<file path="src/rtl/mem_bridge_pkg.sv">
// mem_bridge shared types: FSM states, transfer sizes, kseg constants.
// Imported by addr_map and mem_bridge.
package mem_bridge_pkg;

  typedef enum logic [2:0] {
    IDLE,
    I_ADDR,
    I_DATA,
    D_ADDR,
    D_DATA
  } bridge_state_t;

  typedef logic [1:0] msize_t;

  localparam msize_t MSIZE_BYTE = 2'd0;
  localparam msize_t MSIZE_HALF = 2'd1;
  localparam msize_t MSIZE_WORD = 2'd2;

  // kseg0/kseg1 window folds onto the low 512 MiB
  localparam logic [31:0] KSEG_BASE  = 32'h8000_0000;
  localparam logic [31:0] KSEG_LIMIT = 32'hBFFF_FFFF;
  localparam logic [31:0] KSEG_MASK  = 32'h1FFF_FFFF;

endpackage

</file>
<file path="src/rtl/mem_bridge_addr_map.sv">
// Virtual to physical translation for the bridge.
// kseg0/kseg1 are masked down, everything else passes through.
module addr_map
  import mem_bridge_pkg::*;
#(
  parameter int ADDR_W = 32
) (
  input  logic [ADDR_W-1:0] va_i,
  output logic [ADDR_W-1:0] pa_o
);

  localparam logic [ADDR_W-1:0] LO = ADDR_W'(KSEG_BASE);
  localparam logic [ADDR_W-1:0] HI = ADDR_W'(KSEG_LIMIT);
  localparam logic [ADDR_W-1:0] MK = ADDR_W'(KSEG_MASK);

  // fold kseg0/kseg1 onto physical space
  always_comb begin
    pa_o = va_i;
    if (va_i >= LO && va_i <= HI) begin
      pa_o = va_i & MK;
    end
  end

endmodule

</file>
<file path="src/rtl/mem_bridge.sv">
// Fetch/data port arbiter onto a single SRAM-like bus.
// Optional one-entry fetch buffer: define IFETCH_BUF_EN.
module mem_bridge
  import mem_bridge_pkg::*;
#(
  parameter int ADDR_W = 32,
  parameter int DATA_W = 32
) (
  input  logic              clk,
  input  logic              reset,
  input  logic              i_req,
  input  logic [ADDR_W-1:0] i_addr,
  output logic [DATA_W-1:0] i_rdata,
  output logic              i_data_ok,
  input  logic              d_req,
  input  logic              d_wr,
  input  logic [1:0]        d_size,
  input  logic [ADDR_W-1:0] d_addr,
  input  logic [DATA_W-1:0] d_wdata,
  output logic [DATA_W-1:0] d_rdata,
  output logic              d_data_ok,
  output logic              bus_req,
  output logic              bus_wr,
  output logic [1:0]        bus_size,
  output logic [ADDR_W-1:0] bus_addr,
  output logic [DATA_W-1:0] bus_wdata,
  input  logic              bus_addr_ok,
  input  logic              bus_data_ok,
  input  logic [DATA_W-1:0] bus_rdata
);

  bridge_state_t state_q, state_d;

  logic [ADDR_W-1:0] addr_q;
  logic              wr_q;
  msize_t            size_q;
  logic [DATA_W-1:0] wdata_q;
  logic [DATA_W-1:0] i_rdata_q, d_rdata_q;
  logic              i_ok_q, d_ok_q;
  logic [ADDR_W-1:0] pa;

  logic i_elig, d_elig;
  logic lat_i, lat_d;
  logic buf_hit;
  logic i_done, d_done;

  addr_map #(.ADDR_W(ADDR_W)) u_map (
    .va_i (addr_q),
    .pa_o (pa)
  );

  // a port whose ok pulse is showing has not dropped its request yet
  assign i_elig = i_req & ~i_ok_q;
  assign d_elig = d_req & ~d_ok_q;

  assign i_done = (state_q == I_DATA) & bus_data_ok;
  assign d_done = (state_q == D_DATA) & bus_data_ok;

`ifdef IFETCH_BUF_EN
  logic              bv_q;
  logic [ADDR_W-3:0] btag_q;
  logic [DATA_W-1:0] binstr_q;
  logic [ADDR_W-1:0] i_pa;
  logic [1:0]        unused_lo;

  addr_map #(.ADDR_W(ADDR_W)) u_imap (
    .va_i (i_addr),
    .pa_o (i_pa)
  );

  assign unused_lo = i_pa[1:0];
  assign buf_hit = bv_q & (btag_q == i_pa[ADDR_W-1:2]);

  // buffer fill on fetch completion, drop on aliasing store
  always_ff @(posedge clk or posedge reset) begin
    if (reset) begin
      bv_q     <= 1'b0;
      btag_q   <= '0;
      binstr_q <= '0;
    end else if (i_done) begin
      bv_q     <= 1'b1;
      btag_q   <= pa[ADDR_W-1:2];
      binstr_q <= bus_rdata;
    end else if (state_q == D_ADDR && wr_q &&
                 btag_q == pa[ADDR_W-1:2]) begin
      bv_q     <= 1'b0;
    end
  end
`else
  assign buf_hit = 1'b0;
`endif

  // next state and latch enables
  always_comb begin
    state_d = state_q;
    lat_i   = 1'b0;
    lat_d   = 1'b0;
    unique case (state_q)
      IDLE: begin
        if (d_elig) begin
          state_d = D_ADDR;
          lat_d   = 1'b1;
        end else if (i_elig && !buf_hit) begin
          state_d = I_ADDR;
          lat_i   = 1'b1;
        end
      end
      I_ADDR: if (bus_addr_ok) state_d = I_DATA;
      I_DATA: if (bus_data_ok) state_d = IDLE;
      D_ADDR: if (bus_addr_ok) state_d = D_DATA;
      D_DATA: if (bus_data_ok) state_d = IDLE;
      default: state_d = IDLE;
    endcase
  end

  // state register
  always_ff @(posedge clk or posedge reset) begin
    if (reset) state_q <= IDLE;
    else       state_q <= state_d;
  end

  // latched request fields that drive the bus
  always_ff @(posedge clk or posedge reset) begin
    if (reset) begin
      addr_q  <= '0;
      wr_q    <= 1'b0;
      size_q  <= MSIZE_BYTE;
      wdata_q <= '0;
    end else if (lat_d) begin
      addr_q  <= d_addr;
      wr_q    <= d_wr;
      size_q  <= d_size;
      wdata_q <= d_wdata;
    end else if (lat_i) begin
      addr_q  <= i_addr;
      wr_q    <= 1'b0;
      size_q  <= MSIZE_WORD;
      wdata_q <= '0;
    end
  end

  // completion pulses and returned data
  always_ff @(posedge clk or posedge reset) begin
    if (reset) begin
      i_ok_q    <= 1'b0;
      d_ok_q    <= 1'b0;
      i_rdata_q <= '0;
      d_rdata_q <= '0;
    end else begin
      i_ok_q <= i_done;
      d_ok_q <= d_done;
      if (i_done) i_rdata_q <= bus_rdata;
      if (d_done && !wr_q) d_rdata_q <= bus_rdata;
`ifdef IFETCH_BUF_EN
      if (state_q == IDLE && i_elig && !d_elig && buf_hit) begin
        i_ok_q    <= 1'b1;
        i_rdata_q <= binstr_q;
      end
`endif
    end
  end

  assign bus_req   = (state_q == I_ADDR) | (state_q == D_ADDR);
  assign bus_wr    = wr_q;
  assign bus_size  = size_q;
  assign bus_addr  = pa;
  assign bus_wdata = wdata_q;

  assign i_rdata   = i_rdata_q;
  assign i_data_ok = i_ok_q;
  assign d_rdata   = d_rdata_q;
  assign d_data_ok = d_ok_q;

endmodule

</file>
<file path="config.mk">
export PLATFORM = sky130hd
export DESIGN_NAME = mem_bridge
export DESIGN_NICKNAME = d
export VERILOG_FILES = /design/src/rtl/mem_bridge_pkg.sv /design/src/rtl/mem_bridge_addr_map.sv /design/src/rtl/mem_bridge.sv
export SDC_FILE = /design/constraint.sdc
export NUM_CORES = 1
export LEC_CHECK = 0
export ABC_AREA = 1
export ABC_CLOCK_PERIOD_IN_PS = 5850
export CAP_MARGIN = 20
export CORE_ASPECT_RATIO = 0.6
export CORE_MARGIN = 5
export CORE_UTILIZATION = 42
export CTS_BUF_LIST = sky130_fd_sc_hd__clkbuf_8 sky130_fd_sc_hd__clkbuf_16
export DETAILED_ROUTE_END_ITERATION = 16
export GPL_TIMING_DRIVEN = 0
export PLACE_DENSITY = 0.81
export SLEW_MARGIN = 10
export SYNTH_ARGS = -nofsm -noshare
export SYNTH_HDL_FRONTEND = slang
export SYNTH_SLANG_ARGS = --single-unit
</file>
<file path="constraint.sdc">
create_clock -name clk -period 5.85 [get_ports clk]
set_clock_uncertainty 0.2 [all_clocks]
set_input_delay 0.585 -clock clk [delete_from_list [all_inputs] [get_ports clk]]
set_output_delay 0.585 -clock clk [all_outputs]
set_load 0.03 [all_outputs]
</file>
==> results of run 1 <==
cells in the final DEF, fill, tap and decap left out, types with 22 or more instances in the layout:
master / instances
clkdlybuf4s50_1: 270
nand2_1: 245
dfrtp_1: 136
nor2_1: 49
inv_1: 42
buf_4: 40
o21ai_1: 35
o21ai_0: 32
o21ai_2: 30
nor2_2: 22
metal layers:
layer  up-vias  share of wire
li1       2634              -
met1      2478           0.43
met2       185           0.45
met3         6           0.12
met4         0         0.0055
met5         -              0
sequential cells by signal, summed over array words and instances (netlist names):
register,count
d_rdata,32
bus_size,2
bus_wr,1
bus_wdata,32
state_q,3
d_data_ok,1
i_data_ok,1
i_rdata,32
addr_q,32
cell families after synthesis:
logic type,share of synthesized area
compound gates,0.1015
simple gates,0.2190
buf+inv,0.1138
flops,0.5657
metrics by stage:
stage	area [um^2]	TNS, ps	total power [mW]	std cells	hold slack (ps)
global route	9573	0	5.781	1166	292.7
detailed placement	8991	0	4.432	1134	259.1
finish	9573	0	5.451	1166	270.1
floorplan	6016	0	3.266	671	242.7
CTS	9573	0	5.501	1166	273.5
global placement	8959	-75590	4.377	1133	253.8
area by class of cell:
class,instances,share of cell area
Clock inverter,15,0.01634
Clock buffer,17,0.04444
Timing Repair Buffer,271,0.2852
Multi-Input combinational cell,426,0.2014
Buffer,64,0.05385
Tap cell,192,0.02509
Inverter,45,0.01817
Sequential cell,136,0.3555
worst paths after layout:
check / startpoint / end / slack (ps)
max in group asynchronous: reset / addr_q[15] / 4270
worst min register to register: bus_wdata[20] / bus_wdata[20] / 270
worst min-delay path: bus_wdata[20] / bus_wdata[20] / 270
worst max register to register: state_q[0] / bus_wdata[29] / 4110
min in group asynchronous: reset / d_rdata[14] / 400
worst max-delay path: addr_q[30] / bus_addr[29] / 3320
critical path: cells and delay by family (launching register included):
| family | cells | cell delay (ps) |
|---|---|---|
| AOI/OAI and AO/OA | 1 | 160 |
| DFF | 1 | 370 |
| and+or+nand+nor | 1 | 80 |
| buffers and inverters | 1 | 750 |
cell usage after synthesis, drive strengths merged:
library cell / count / area (um^2)
nor2: 72 / 332.8
nand3: 4 / 20.02
a21boi: 1 / 7.510
a21oi: 1 / 5.000
dfrtp: 136 / 3403
nand2: 249 / 954.7
o21ai: 97 / 598.1
inv: 45 / 168.9
clkbuf: 5 / 18.77
nor3: 2 / 10.01
buf: 59 / 496.7
power breakdown:
part	internal, mW	switching [mW]
Combinational	1.20	1.64
Sequential	1.34	0.223
Clock	0.605	0.444
==> run_results.csv, run 1 <==
group,metric,value,unit
yosys,synthCells,671,
timing,relSlewSlack,0.6449,
clocking,clk_pin_slew,60,ps
routing,drt_iter0_drc,237,
clocking,tritoncts,"done",
timing,timing.fmax,395.5,MHz
global_route,antenna_found_initial,0,
clocking,insertion_delay,390,ps
clocking,numClockSinks,136,
placement,place.gp.congestion,0.8067,
pwr,p_per_area,569.4,mW/mm^2
min_path,hold_depth,2,
routing,drc,0,
timing,fin_crit,2529,ps
routing,vias,5303,
floorplanning,core.rowCount,33,
final_layout,diodes,0,
global_route,track_usage,0.2109,
yosys,ys_seq_elements,136,
clocking,htree_levels,4,
placement,dp_hpwl,13900,um
global_route,grt_use_met2,0.3430,
timing,setup_slack,3321,ps
status,outcome,"complete, no violations",
floorplanning,die_area,0.01690,mm^2
yosys,syn_nets,808,
floorplanning,fp.coreArea,0.01383,mm^2
placement,dpl_worst_slack,3529,ps
pwr,p_leak,4.664,nW
worst_setup_path,crit_path_top_delay_cell,"clkdlybuf4s50_1",
timing,maxSlewViolCount,0,
global_route,grt_max_degree,84,
clocking,cts_resized,0,
routing,wl_per_cell,15.51,um
worst_setup_path,r2r_cells,7,
final_layout,final_nets,1098,
final_layout,seqCellArea,0.003403,mm^2
final_layout,fillers,1100,
global_route,grt_pass1_vias,5392,
yosys,syn-cell-area,0.006016,mm^2
yosys,synth_cell_types,23,
yosys,synth_area_per_cell,8.965,um^2
yosys,synth-seq-area-share,0.5657,
placement,numPortBuffers,270,
global_route,grt.met1_usage,0.2619,
routing,route.final.wire_length,18080,um
routing,ant_nets,0,
pwr,ir_worst_vdd,0.0003206,V
floorplanning,io_pins,271,
timing,rsz0062_at_grt,"no",
final_layout,multiInputGateArea,0.001928,mm^2
clocking,cts_hold_buffers,0,
global_route,gr-max-usage-layer,"met2",
clocking,post_cts_buffers,0,
clocking,cts_buffers,17,
routing,drt-pass1-iter-count,4,
worst_setup_path,cp.required,5070,ps
floorplanning,die_width,164.5,um
worst_setup_path,crit_path_end_kind,"output port",
timing,min_period_over_period,0.4323,
worst_setup_path,critPathLaunchType,"flop",
global_route,grt_pass1_wl,27790,um
floorplanning,die_h,102.7,um
yosys,yosys_warnings,0,
final_layout,final_util,0.6921,
final_layout,drive_above_1_share,0.1550,
timing,finalHoldViolCount,0,
timing,tightest_slew,532.7,ps
min_path,hold_class,"reg -> reg",
routing,vias_per_cell,4.548,
worst_setup_path,max_stage_delay,750,ps
floorplanning,initial_core_util,0.4349,
clocking,cts_buffer_depth,2,
global_route,use_met3,0.1003,
clocking,cts-root-buf,"clkbuf_16",
worst_setup_path,cp_cell_sequence,"nand2_1, a21boi_0, clkdlybuf4s50_1",
job,maxCapViolations,0,
worst_setup_path,crit_type,"reg -> out",
timing,finalSetupViolations,0,
worst_setup_path,critPathMaxFanout,3,
global_route,grt.overflow.total,0,
worst_setup_path,critPathArrivalTime,1740,ps
final_layout,area_growth,59.13,%
(Power assumes the default switching activity.)
==> run 2: changes to the inputs <==
--- a/config.mk
+++ b/config.mk
@@ -6,7 +6,7 @@
 export NUM_CORES = 1
 export LEC_CHECK = 0
 export ABC_AREA = 1
-export ABC_CLOCK_PERIOD_IN_PS = 5850
+export ABC_CLOCK_PERIOD_IN_PS = 2500
 export CAP_MARGIN = 20
 export CORE_ASPECT_RATIO = 0.6
 export CORE_MARGIN = 5
==> constraint.sdc (replaced) <==
create_clock -name clk -period 2.5 [get_ports clk]
set_clock_uncertainty 0.2 [all_clocks]
set_input_delay 0.25 -clock clk [delete_from_list [all_inputs] [get_ports clk]]
set_output_delay 0.25 -clock clk [all_outputs]
set_load 0.03 [all_outputs]
==> run 2 against run 1 <==
  * Combinational power grew 140%
  * Hold slack lost 84 ps
  * Utilization up 0.25 points
  * Setup slack lost 3000 ps
  * Sequential power increased by 130%
  * Register-to-register slack worse by 3400 ps
  * Sequential share of layout area down 0.13 points
  * Clock power up 120%
  * Non-clock buffer count up 4
  * Largest power group unchanged
==> run_results.csv, run 2 (synthesis gave the netlist of run 1 again) <==
group,metric,value,unit
floorplanning,initial_core_util,0.4349,
routing,ant_nets,0,
status,outcome,"complete, no violations",
final_layout,drive_above_1_share,0.1575,
worst_setup_path,critPathMaxFanout,3,
worst_setup_path,critPathArrivalTime,1740,ps
timing,timing.fmax,456.9,MHz
clocking,cts_buffers,17,
worst_setup_path,crit_path_end_kind,"output port",
routing,route.final.wire_length,18230,um
min_path,hold_class,"in -> reg",
floorplanning,core.rowCount,33,
routing,drt-pass1-iter-count,4,
global_route,grt.overflow.total,0,
timing,finalSetupViolations,0,
clocking,tritoncts,"done",
min_path,hold_start,"d_wdata[30]",
global_route,grt_pass1_wl,28320,um
timing,relSlewSlack,0.6453,
clocking,cts_resized,0,
global_route,track_usage,0.2164,
worst_setup_path,r2r_start,"d_data_ok",
final_layout,final_nets,1102,
placement,numPortBuffers,270,
timing,tightest_slew,532.0,ps
floorplanning,die_h,102.7,um
global_route,antenna_found_initial,0,
timing,fin_crit,2189,ps
pwr,p_leak,4.676,nW
worst_setup_path,cp.required,2050,ps
clocking,insertion_delay,390,ps
worst_setup_path,critPathLaunchType,"flop",
floorplanning,die_area,0.01690,mm^2
global_route,grt_pass1_vias,5455,
floorplanning,die_width,164.5,um
timing,maxSlewViolCount,0,
timing,hold_slack,185.6,ps
clocking,cts_buffer_depth,2,
clocking,numClockSinks,136,
pwr,ir_worst_vdd,0.0006199,V
job,maxCapViolations,0,
worst_setup_path,crit_type,"reg -> out",
pwr,p_per_area,1318,mW/mm^2
routing,drc,0,
routing,drt_iter0_drc,244,
placement,place.gp.congestion,0.8486,
pwr,total_power,12.67,mW
timing,rsz0062_at_grt,"no",
global_route,grt_max_degree,39,
worst_setup_path,startpoint,"addr_q[30]",
final_layout,final_cell_mix,"270 x clkdlybuf4s50_1, 245 x nand2_1, 136 x dfrtp_1, 49 x nor2_1, 42 x inv_1",
timing,finalHoldViolCount,0,
clocking,htree_levels,4,
final_layout,area_growth,59.71,%
clocking,clk_pin_slew,60,ps
timing,min_period_over_period,0.8754,
placement,dp_hpwl,14360,um
final_layout,fillers,1078,
clocking,cts-root-buf,"clkbuf_16",
floorplanning,io_pins,271,
routing,wl_per_cell,15.58,um
final_layout,final_common_cell,"clkdlybuf4s50_1",
final_layout,diodes,0,
floorplanning,fp.coreArea,0.01383,mm^2
routing,vias_per_cell,4.530,
routing,vias,5300,
clocking,post_cts_buffers,0,
## run 2: final cells by class
class / instances / area [um^2] / area share
Clock inverter: 15 / 130.1 / 0.01354
Tap cell: 192 / 240.2 / 0.02500
Inverter: 45 / 172.7 / 0.01797
Timing Repair Buffer: 275 / 2793 / 0.2907
Buffer: 64 / 515.5 / 0.05365
Clock buffer: 17 / 425.4 / 0.04428
Multi-Input combinational cell: 426 / 1928 / 0.2007
Sequential cell: 136 / 3403 / 0.3542
## run 2: routing by layer
| layer | GRT usage | routed length, um |
|---|---|---|
| met5 | 0 | 0 |
| met3 | 0.09269 | 2044 |
| met4 | 0.05815 | 255 |
| met2 | 0.3487 | 8169 |
| met1 | 0.2716 | 7762 |
## run 2: repair_timing
item / 4_1_cts / 5_1_grt
hold buffers: 1 / 0
setup endpoints to repair: 0 / 0
endpoints found under the hold margin: 10 / 0
## run 2: report_power, final
group | switching (mW) | internal, mW
combinational | 3.84 | 2.82
sequential | 0.522 | 3.14
clock | 1.04 | 1.31
## run 2: worst paths after layout
kind / end / slack [ps] / cells after the start
min reg2reg: bus_wdata[24] / 270 / 2
max reg2reg: bus_wdata[29] / 740 / 7
max in group asynchronous: d_rdata[21] / 650 / 6
max: bus_addr[29] / 310 / 3
min: bus_wdata[30] / 190 / 3
min in group asynchronous: bus_wdata[27] / 530 / 3
## run 2: worst max-delay path, cell delays in order, from the launching register on
cell	delay [ps]
dfrtp_1	390
nand2_1	80
a21boi_0	150
clkdlybuf4s50_1	720
## run 2: through the flow
step / cell area, um^2 / util / std cells / TNS, ps / setup slack [ps]
after floorplan: 6020 / - / 671 / 0 / 356.9
after global placement: 8962 / 0.6479 / 1133 / -120190 / -900.1
after detailed placement: 9042 / 0.6537 / 1137 / 0 / 452.9
after CTS: 9608 / 0.6946 / 1170 / 0 / 279.0
after global routing: 9608 / 0.6946 / 1170 / 0 / 223.7
final: 9608 / 0.6946 / 1170 / 0 / 311.4
==> RTL edit: new RTL, flow settings as in run 2 <==
`ADDR_W` is set to 32 in 2 places; all go to 64.
--- a/src/rtl/mem_bridge_addr_map.sv
+++ b/src/rtl/mem_bridge_addr_map.sv
@@ -5,3 +5,3 @@
 #(
-  parameter int ADDR_W = 32
+  parameter int ADDR_W = 64
 ) (
--- a/src/rtl/mem_bridge.sv
+++ b/src/rtl/mem_bridge.sv
@@ -5,3 +5,3 @@
 #(
-  parameter int ADDR_W = 32,
+  parameter int ADDR_W = 64,
   parameter int DATA_W = 32
Interface: changed (resized bus_addr, d_addr and i_addr); port bits go from 271 to 367. No check against the original RTL was run, so the function may have changed too.
==> RTL edit against run 2 <==
Power increased by 41%. Combinational power is 56% higher. Wire length is 59% higher. Sequential cell count grew 32. Synthesized cell count up 33%. Setup slack worse by 0.26 ns. Area after synthesis is 34% higher. Register-to-register slack worse by 0.16 ns. Cell area grew 32%. Largest cell class is now buffers. Largest power group unchanged. Highest routed layer is now met5.
==> RTL edit: results (changes against run 2) <==
wl_met3_mm: 2.56  # +25%
r2r_cells: 6  # -1
vias: 7872  # +49%
whs_endpoint: "bus_wdata[20]"
synthesis.nets: 1092  # +35%
hpwl_mm: 22.5  # +57%
io_buffers: 366  # +36%
p_switching_mw: 8.10  # +50%
hold_start: "d_wdata[20]"
drive_above_1_share_pct: 15.6  # -0.15 points
wl_met2_mm: 13.5  # +65%
leakage_nw: 5.70  # +22%
via_per_inst: 5.11  # +13%
track_usage_pct: 25.8  # +4.1 points
grt_pass1_wl_mm: 44.6  # +57%
top_layer: "met5"
worstPathArrival_ns: 2.00  # +0.26 ns
r2r-start: "state_q[1]"
post_synth_num_cell_types: 26  # +13%
crit_path_top_delay_cell: "dfrtp_1"
outcome: "finished, final reports clean"
first_pass_iters: 5  # +1
place_inst: 1508  # +33%
avgSynthCellArea_um2: 9.03  # +0.75%
grt_pass1_vias: 8047  # +48%
drt_iter0_markers: 605  # +150%
r2r-end: "i_rdata[9]"
clock_latency_ns: 0.41  # +0.02 ns
routedWlPerCell_um: 18.9  # +21%
worst_ir_drop_vdd_uv: 723  # +17%
place_ws_ns: 0.231  # -0.222 ns
grt_max_degree: 38  # -2.6%
worstMarginPinSlew_ns: 0.554  # +0.0219 ns
path_delay_family: "simple AND/OR/NAND/NOR gates"
gp_congestion: 0.841  # -0.95%
ff2ff_setup_slack_ns: 0.58  # -0.16 ns
yosys-top-cells-count: "218 x nand2_1, 168 x dfrtp_1, 65 x a21oi_1, 65 x o21ai_0, 44 x clkbuf_1"
ys_seq_area_share_pct: 52.2  # -4.3 points
wl_met1_mm: 12.2  # +58%
antenna_found_initial: 1  # +1
[RTL edit: layout make-up]
| cell class | instances | area (um2) |
|---|---|---|
| fill | 1489 | 6210 |
| sequential | 168 | 4200 |
| timing repair buffer | 372 | 3770 |
| multi-input combinational | 549 | 2930 |
| buffer | 128 | 739 |
| clock buffer | 17 | 425 |
| tap | 246 | 308 |
| inverter | 46 | 176 |
| clock inverter | 15 | 164 |
[RTL edit: timing repair]
item,4_1_cts,5_1_grt
gates cloned,0,0
gates resized for setup,2,1
endpoints found under the hold margin,15,0
hold buffers,1,0
endpoints found under the setup margin,2,2
[RTL edit: cell families (layout without fill, tap and decap cells)]
kind of cell	count (synthesis)	count (layout)
compound gates	258	258
buf+inv	174	578
flops	168	168
simple gates	291	291
[RTL edit: power groups by stage]
stage / clock network, mW / logic [mW] / registers, mW
finish: 2.68 / 10.4 / 4.77
global route: 2.85 / 11.1 / 4.92
CTS: 2.73 / 10.4 / 4.76
detailed placement: 0 / 10.4 / 4.78
global placement: 0 / 10.2 / 4.73
floorplan: 0 / 4.94 / 6.11
[RTL edit: tightest hold or removal path, stage by stage]
cell and delay, ns:
clkdlybuf4s50_1 0.39, nand3_1 0.08, nand2_1 0.05
[RTL edit: how the worst max path moves through the flow]
| stage | end | cells after the start | slack [ns] | startpoint |
|---|---|---|---|---|
| after floorplan | addr_q[0] | 1 | -0.09 | reset |
| after global placement | addr_q[14] | 2 | -1.59 | reset |
| after detailed placement | addr_q[1] | 6 | 0.23 | d_req |
| after CTS | bus_addr[31] | 6 | 0.02 | addr_q[47] |
| after global routing | bus_addr[29] | 6 | -0.02 | addr_q[47] |
| final | bus_addr[31] | 6 | 0.05 | addr_q[47] |
[RTL edit: per-stage QoR]
stage | TNS (ns) | hold slack, ns | utilization, % | instance area, um2
after detailed placement | 0 | 0.258 | 64.0 | 12100
after global placement | -265.16 | 0.252 | 63.5 | 12000
after global routing | -0.0221 | 0.173 | 67.2 | 12700
final | 0 | 0.182 | 67.2 | 12700
after floorplan | -15.24 | 0.195 | - | 8050
after CTS | 0 | 0.165 | 67.2 | 12700
[RTL edit: layer usage]
metal | vias up | track usage, %
met4 | 2 | 7.81
met1 | 3794 | 34.4
met2 | 336 | 41.4
met3 | 51 | 7.56
li1 | 3689 | -
met5 | - | 0
